<file path="config.mk">
export PLATFORM = sky130hd
export DESIGN_NAME = corefifo_wr_ptr_gray_gen
export DESIGN_NICKNAME = d
export VERILOG_FILES = /design/src/rtl/corefifo_wr_ptr_gray_gen.sv
export SDC_FILE = /design/constraint.sdc
export NUM_CORES = 1
export LEC_CHECK = 0
export ABC_AREA = 1
export CAP_MARGIN = 15
export CORE_MARGIN = 4
export CORE_UTILIZATION = 45
export DETAILED_ROUTE_END_ITERATION = 6
export PLACE_DENSITY = 0.81
export SYNTH_ARGS = -nofsm -noshare
export SYNTH_HDL_FRONTEND = slang
export SYNTH_SLANG_ARGS = --single-unit
</file>
<file path="constraint.sdc">
create_clock -name clk -period 2.1 [get_ports clk]
set_input_delay 0.315 -clock clk [delete_from_list [all_inputs] [get_ports clk]]
set_output_delay 0.315 -clock clk [all_outputs]
set_load 0.02 [all_outputs]
</file>
<file path="src/rtl/corefifo_wr_ptr_gray_gen.sv">
// corefifo_wr_ptr_gray_gen: write-side binary/Gray pointer, read-pointer decode and full/afull/count flags
module corefifo_wr_ptr_gray_gen #(
  parameter int ADDRWIDTH = 3,
  parameter int AFULL_VAL = 6
) (
  input  logic                 clk,
  input  logic                 rstn,
  input  logic                 we,
  input  logic [ADDRWIDTH:0]   rptr_gray_sync,
  output logic [ADDRWIDTH:0]   wptr_gray,
  output logic [ADDRWIDTH-1:0] waddr,
  output logic                 mem_we,
  output logic                 full,
  output logic                 afull,
  output logic                 overflow,
  output logic [ADDRWIDTH:0]   wrcnt
);
  localparam int A = ADDRWIDTH;
  localparam logic [A:0] AFV = (A+1)'(AFULL_VAL);
  logic [A:0] wbin, wbin_nxt, gray_nxt, rbin, cnt_nxt, full_ptr;
  genvar i;
  generate
    for (i = 0; i <= A; i++) begin : g_dec
      assign rbin[i] = ^rptr_gray_sync[A:i];
    end
  endgenerate
  assign mem_we   = we & ~full;
  assign wbin_nxt = wbin + {{A{1'b0}}, mem_we};
  assign gray_nxt = wbin_nxt ^ (wbin_nxt >> 1);
  assign cnt_nxt  = wbin_nxt - rbin;
  assign full_ptr = {~rptr_gray_sync[A:A-1], rptr_gray_sync[A-2:0]};
  assign waddr    = wbin[A-1:0];
  always_ff @(posedge clk or negedge rstn) begin
    if (!rstn) begin
      wbin      <= '0;
      wptr_gray <= '0;
      full      <= 1'b0;
      afull     <= 1'b0;
      overflow  <= 1'b0;
      wrcnt     <= '0;
    end else begin
      wbin      <= wbin_nxt;
      wptr_gray <= gray_nxt;
      full      <= gray_nxt == full_ptr;
      afull     <= cnt_nxt >= AFV;
      overflow  <= we & full;
      wrcnt     <= cnt_nxt;
    end
  end
endmodule

</file>
Word level (Yosys, flattened, before mapping)
Index checks and enable logic that the tools add are counted.

operators by class
  $add $sub $neg = 2
  multipliers = 0
  div/mod/pow operators = 0
  order comparisons = 1
  equal/unequal tests = 1
  shift operators = 0
  mux-type cells = 0
  bitwise logic cells = 5
  reduce and logical (&&, ||, !) cells = 3

operator list
  operator                                                                             count
  4-bit by 1-bit adder with 4-bit output                                               1
  4-bit equality test                                                                  1
  4-bit by 3-bit greater-or-equal comparator with 1-bit output, second input constant  1
  4-bit XOR reduction                                                                  1
  4-bit subtractor                                                                     1
  4-bit by 3-bit bitwise XOR with 4-bit output                                         1
  3-bit XOR reduction                                                                  1
  1-bit bitwise AND                                                                    2
  2-bit NOT                                                                            1
  2-bit XOR reduction                                                                  1
  1-bit NOT                                                                            1

storage, ports and cells
  flip-flop bits (word level) = 15
  latch bits = 0
  bits in writable memories = 0
  ROM bits = 0
  bits of input ports = 7
  word-level logic and storage cells = 18
  memories = 0

Depth between registers and ports, before layout
  word-level depth = 5
  mapped depth = 12
  gate-level depth less buffers = 12

Worst setup path before layout
Ideal clock, no wire load.

  path type = register to register
  start = reg full
  end = reg afull
  data arrival time = 2,185 ps
  slack = -210 ps
  stages on the path, launching flop included = 12
  period minus slack after synthesis = 2,310 ps
  cells stage by stage = dfrtp_1 > nor2_1 > ha_1 > ha_1 > inv_1 > nand2_1 > nand2_2 > ha_1 > a21oi_1 > inv_1 > nand2_1 > nand3_1

on the way
  cells in the longest elaborated chain, start to end = 5

ends and longest elaborated chain
  what                                                          RTL line  text
  start, declared                                               13        output logic full,
  start signal, assigned                                        44        full <= gray_nxt == full_ptr;
  1-bit NOT                                                     27        assign mem_we = we & ~full;
  1-bit bitwise AND                                             27
  via mem_we                                                    12        output logic mem_we,
  4-bit by 1-bit adder with 4-bit output                        28        assign wbin_nxt = wbin + {{A{1'b0}}, mem_we};
  via wbin_nxt[2]                                               20        logic [A:0] wbin, wbin_nxt, gray_nxt, rbin, cnt_nxt, full_ptr;
  4-bit subtractor                                              30        assign cnt_nxt = wbin_nxt - rbin;
  4-bit by 3-bit greater-or-equal comparator with 1-bit output  45        afull <= cnt_nxt >= AFV;
  end signal, assigned                                          38        afull <= 1'b0;
  end signal, assigned                                          45
  end, declared                                                 14        output logic afull,

The timed path passes the listed nets, and every way through them passes these cells.

Worst setup path in the final report
  start = in rptr_gray_sync[3]
  end = reg afull

on the way
  cells in the longest elaborated chain, start to end = 3
  elaborated cells on any way between the ends = 5

ends and longest elaborated chain
  what                                                               RTL line  text
  start, declared                                                    9         input logic [ADDRWIDTH:0] rptr_gray_sync,
  4-bit XOR reduction / 3-bit XOR reduction (equally long branches)  24        assign rbin[i] = ^rptr_gray_sync[A:i];
  4-bit subtractor (*)                                               30
  via cnt_nxt[1]                                                     20
  4-bit by 3-bit greater-or-equal comparator with 1-bit output (*)   45

Mark *: on every way through the listed nets, which the timed path passes. The rest lies on a longest branch.

==> summary.md <==
| Metric | Value |
|---|---|
| Worst path slowest cell | fa_1 |
| Sw Pwr | 0.000861 W |
| Drt pass-1 iters | 4 |
| H-tree Lvls | 1 |
| CTS root buf | clkbuf_4 |
| Slew Limit Fails | 0 |
| Setup TNS | 0 ps |
| Final Total Pwr | about 0.002 W |
| Top Layer Used | met4 |
| Die Wd | 48.8 um |
| CP peak stage delay | 510 ps |
| Share of power burned in registers | 24.2% |
| Total gr overflow | 0 |
| Skew final | between 7 and 8 ps |
| Placement Cell Area | 1080 um2 |
| Port bufs | 21 |
| Clock share of power | 7.3% |
| Cell Area, Synth | 749 um2 |
| Top-area cell type share of the netlist area | 46.7% |
| Synth area leaders | dfrtp_1 47%, nand2_1 12%, ha_1 8.3% |
| Largest area contributor in the netlist | dfrtp_1 |
| Number of synthesized flops with an enable pin | 0 |
| Worst path most repeated cell | inv_1 |
| Status | finished, final reports clean |
| Rows | 14 |
| Critical path class | input pin to register |
| Synth top cells by count | 23 x nand2_1, 16 x inv_1, 14 x dfrtp_1 |
| Initial antenna violation count | 0 |
| Comb power frac | 68.5% |
| Vias in the first global route | 666 |
| Startpoint class of the critical path | input pin |
| Via count | around 660 |
| Clk buf depth | 2 |
| Die Y | between 40 and 50 um |
| Seq/Total Area, Yosys | 46.7% |
| Total Die Area | around 2400 um2 |
| Net Sw Frac | 42.9% |
| CP bufs+invs | 3 |
| Final period util | 94.6% |
| Post-DRT Antenna Nets | 0 |
| Worst EP required | 2260 ps |
| Top FF cell, synth | dfrtp_1 |
| GP Congestion | a little over 0.8 |
| CP Capture Type | register |
| WL met3 | 72 um |
| Static Leak | 0.600 nW |
| Met1 Routed Length | 664 um |
| Remaining DRCs | 0 |
| WL per Instance | 11.6 um |
| Top-count cell post-synth | nand2_1 |
| Tot GR Track Use | 14.6% |
| Shortest period the worst path allows | 1990 ps |
| Ant diodes | 0 |
| Max-slew headroom | 57.4% |
| Skew-Pair Late Insertion Delay | 280 ps |
| Worst hold-check path type | input pin to register |
| Crit Path Max Fanout | 3 |
| Drt first-iter violations | 5 |
| Num Clock Sinks | 14 |
| Internal power | 0.00115 W |
| RSZ-0062 raised after global routing | no |
| Yosys cell types | 15 |
| Post-synth net total | a little under 100 |
| DP HPWL | 1310 um |
| Critical path arrival | 2150 ps |
| Total Wirelength | 1610 um |
| Largest net degree at the start of global routing | 15 |
| Initial core utilization | 48.6% |
| Kind of cell adding the most delay to the critical path | buffers and inverters |
| Syn avg cell area | a little under 9 um2 |
| Final Setup Violations | 0 |
| Worst vdd ir | ~1.0 mV |
| Core area | 1540 um2 |
| Hold Slack | 290 ps |
| Synth Warn # | 0 |
| Nets@finish | about 140 |
| Seq cells post-synth | 14 |
| Synth Instances | 86 |
| Layout area overhead | 50.9% |
| F_max | 0.503 GHz |
| Final Hold Viols | 0 |
| Sequence of cells on the critical path | clkdlybuf4s50_1, xnor2_2, xor2_1, inv_1, fa_1, inv_1, nand2_1, nand3_1 |
| Metal2 WL | 825 um |
| Async SR Flop Fraction | 100% |
| Vias per Instance | 4.76 |
| Cts hold-fix bufs | 0 |
| Share of cells above drive strength 1 | 22.0% |
| Worst slew pin tran | 638 ps |
| I/O pins | 22 |
| CTS clock-pin slew for the worst setup and hold paths | 80 ps |
| CTS tree | built |
| Design area | approximately 1100 um2 |
| CTS buffer count | 3 |
| PD cells | 1770 nW/um2 |
| First-pass GRT wire length | 2690 um |
| Max_cap viols | 0 |
==> cell families (layout without fill, tap and decap cells) <==
family | Yosys count | after routing | synth area share [%]
AO/OA/AOI/OAI | 2 | 2 | 1.67
buffers and inverters | 17 | 54 | 8.51
AND/OR/NAND/NOR | 41 | 41 | 24.0
XOR/XNOR | 6 | 6 | 8.02
adder cells (fa/ha/maj) | 6 | 6 | 11.0
flip-flops | 14 | 14 | 46.7
==> cells in the final DEF, fill, tap and decap left out <==
cell | synthesis | final
a21oi_2 | 0 | 1
buf_4 | 0 | 13
clkbuf_4 | 0 | 3
clkdlybuf4s50_1 | 0 | 20
dfrtp_1 | 14 | 14
dlymetal6s2s_1 | 0 | 1
fa_1 | 1 | 1
ha_1 | 5 | 2
ha_2 | 0 | 2
ha_4 | 0 | 1
inv_1 | 16 | 15
inv_2 | 1 | 2
nand2_1 | 23 | 23
nand2_2 | 3 | 3
nand3_1 | 11 | 11
nand4_1 | 2 | 2
nor2_1 | 2 | 1
nor2_4 | 0 | 1
o21bai_1 | 1 | 1
xnor2_1 | 3 | 3
xnor2_2 | 1 | 1
xor2_1 | 2 | 2
==> power groups by stage <==
| stage | sequential, W | clock, W | combinational (W) |
|---|---|---|---|
| global route | 0.000503 | 0.000165 | 0.00151 |
| global placement | 0.000482 | 0 | 0.00130 |
| finish | 0.000485 | 0.000146 | 0.00137 |
| CTS | 0.000486 | 0.000153 | 0.00135 |
| detailed placement | 0.000492 | 0 | 0.00133 |
| floorplan | 0.000645 | 0 | 0.000575 |
==> cell type report <==
type	instances	area (um2)
Inverter	17	63.8
Multi-Input combinational cell	55	364
Clock buffer	3	22.5
Fill cell	110	410
Tap cell	16	20.0
Timing Repair Buffer	34	310
Sequential cell	14	350
==> state kept, by name, indices dropped and copies added, names as in the netlist <==
name	cells
afull	1
full	1
overflow	1
wbin	4
wptr_gray	3
wrcnt	4
==> per-stage QoR <==
| step | instances | setup WS [ps] | utilization, % |
|---|---|---|---|
| CTS | 139 | 17.7 | 72.1 |
| finish | 139 | 113 | 73.4 |
| detailed placement | 136 | -268 | 70.4 |
| floorplan | 86 | 3.90 | - |
| global route | 139 | 17.1 | 73.4 |
| global placement | 136 | -232 | 70.4 |
==> worst min-delay path, delay by kind of cell <==
| family | cells | cell delay (ps) |
|---|---|---|
| AND/OR/NAND/NOR | 1 | 60 |
| buffers and inverters | 2 | 160 |
==> per-layer routing <==
layer / vias to the layer above / GRT usage, %
met5: - / 0
li1: 343 / -
met1: 294 / 15.1
met4: 0 / 9.42
met2: 18 / 26.3
met3: 6 / 2.75
==> what timing repair did <==
item                       CTS  global route
gates resized for setup      1             5
setup endpoints to repair    1             2
pin swaps                    0             1
setup buffers                0             0
==> path summary, 6_finish.rpt <==
check | from | endpoint | slack, ps | cells after the start
max in group asynchronous | rstn | afull$_DFF_PN0_ | 1260 | 1
hold reg to reg | full$_DFF_PN0_ | overflow$_DFF_PN0_ | 560 | 2
setup / recovery | rptr_gray_sync[3] | afull$_DFF_PN0_ | 110 | 8
min in group asynchronous | rstn | full$_DFF_PN0_ | 430 | 1
setup reg to reg | full$_DFF_PN0_ | afull$_DFF_PN0_ | 230 | 8
hold / removal | we | overflow$_DFF_PN0_ | 290 | 3
No activity file was read; power rests on OpenSTA's default activity.
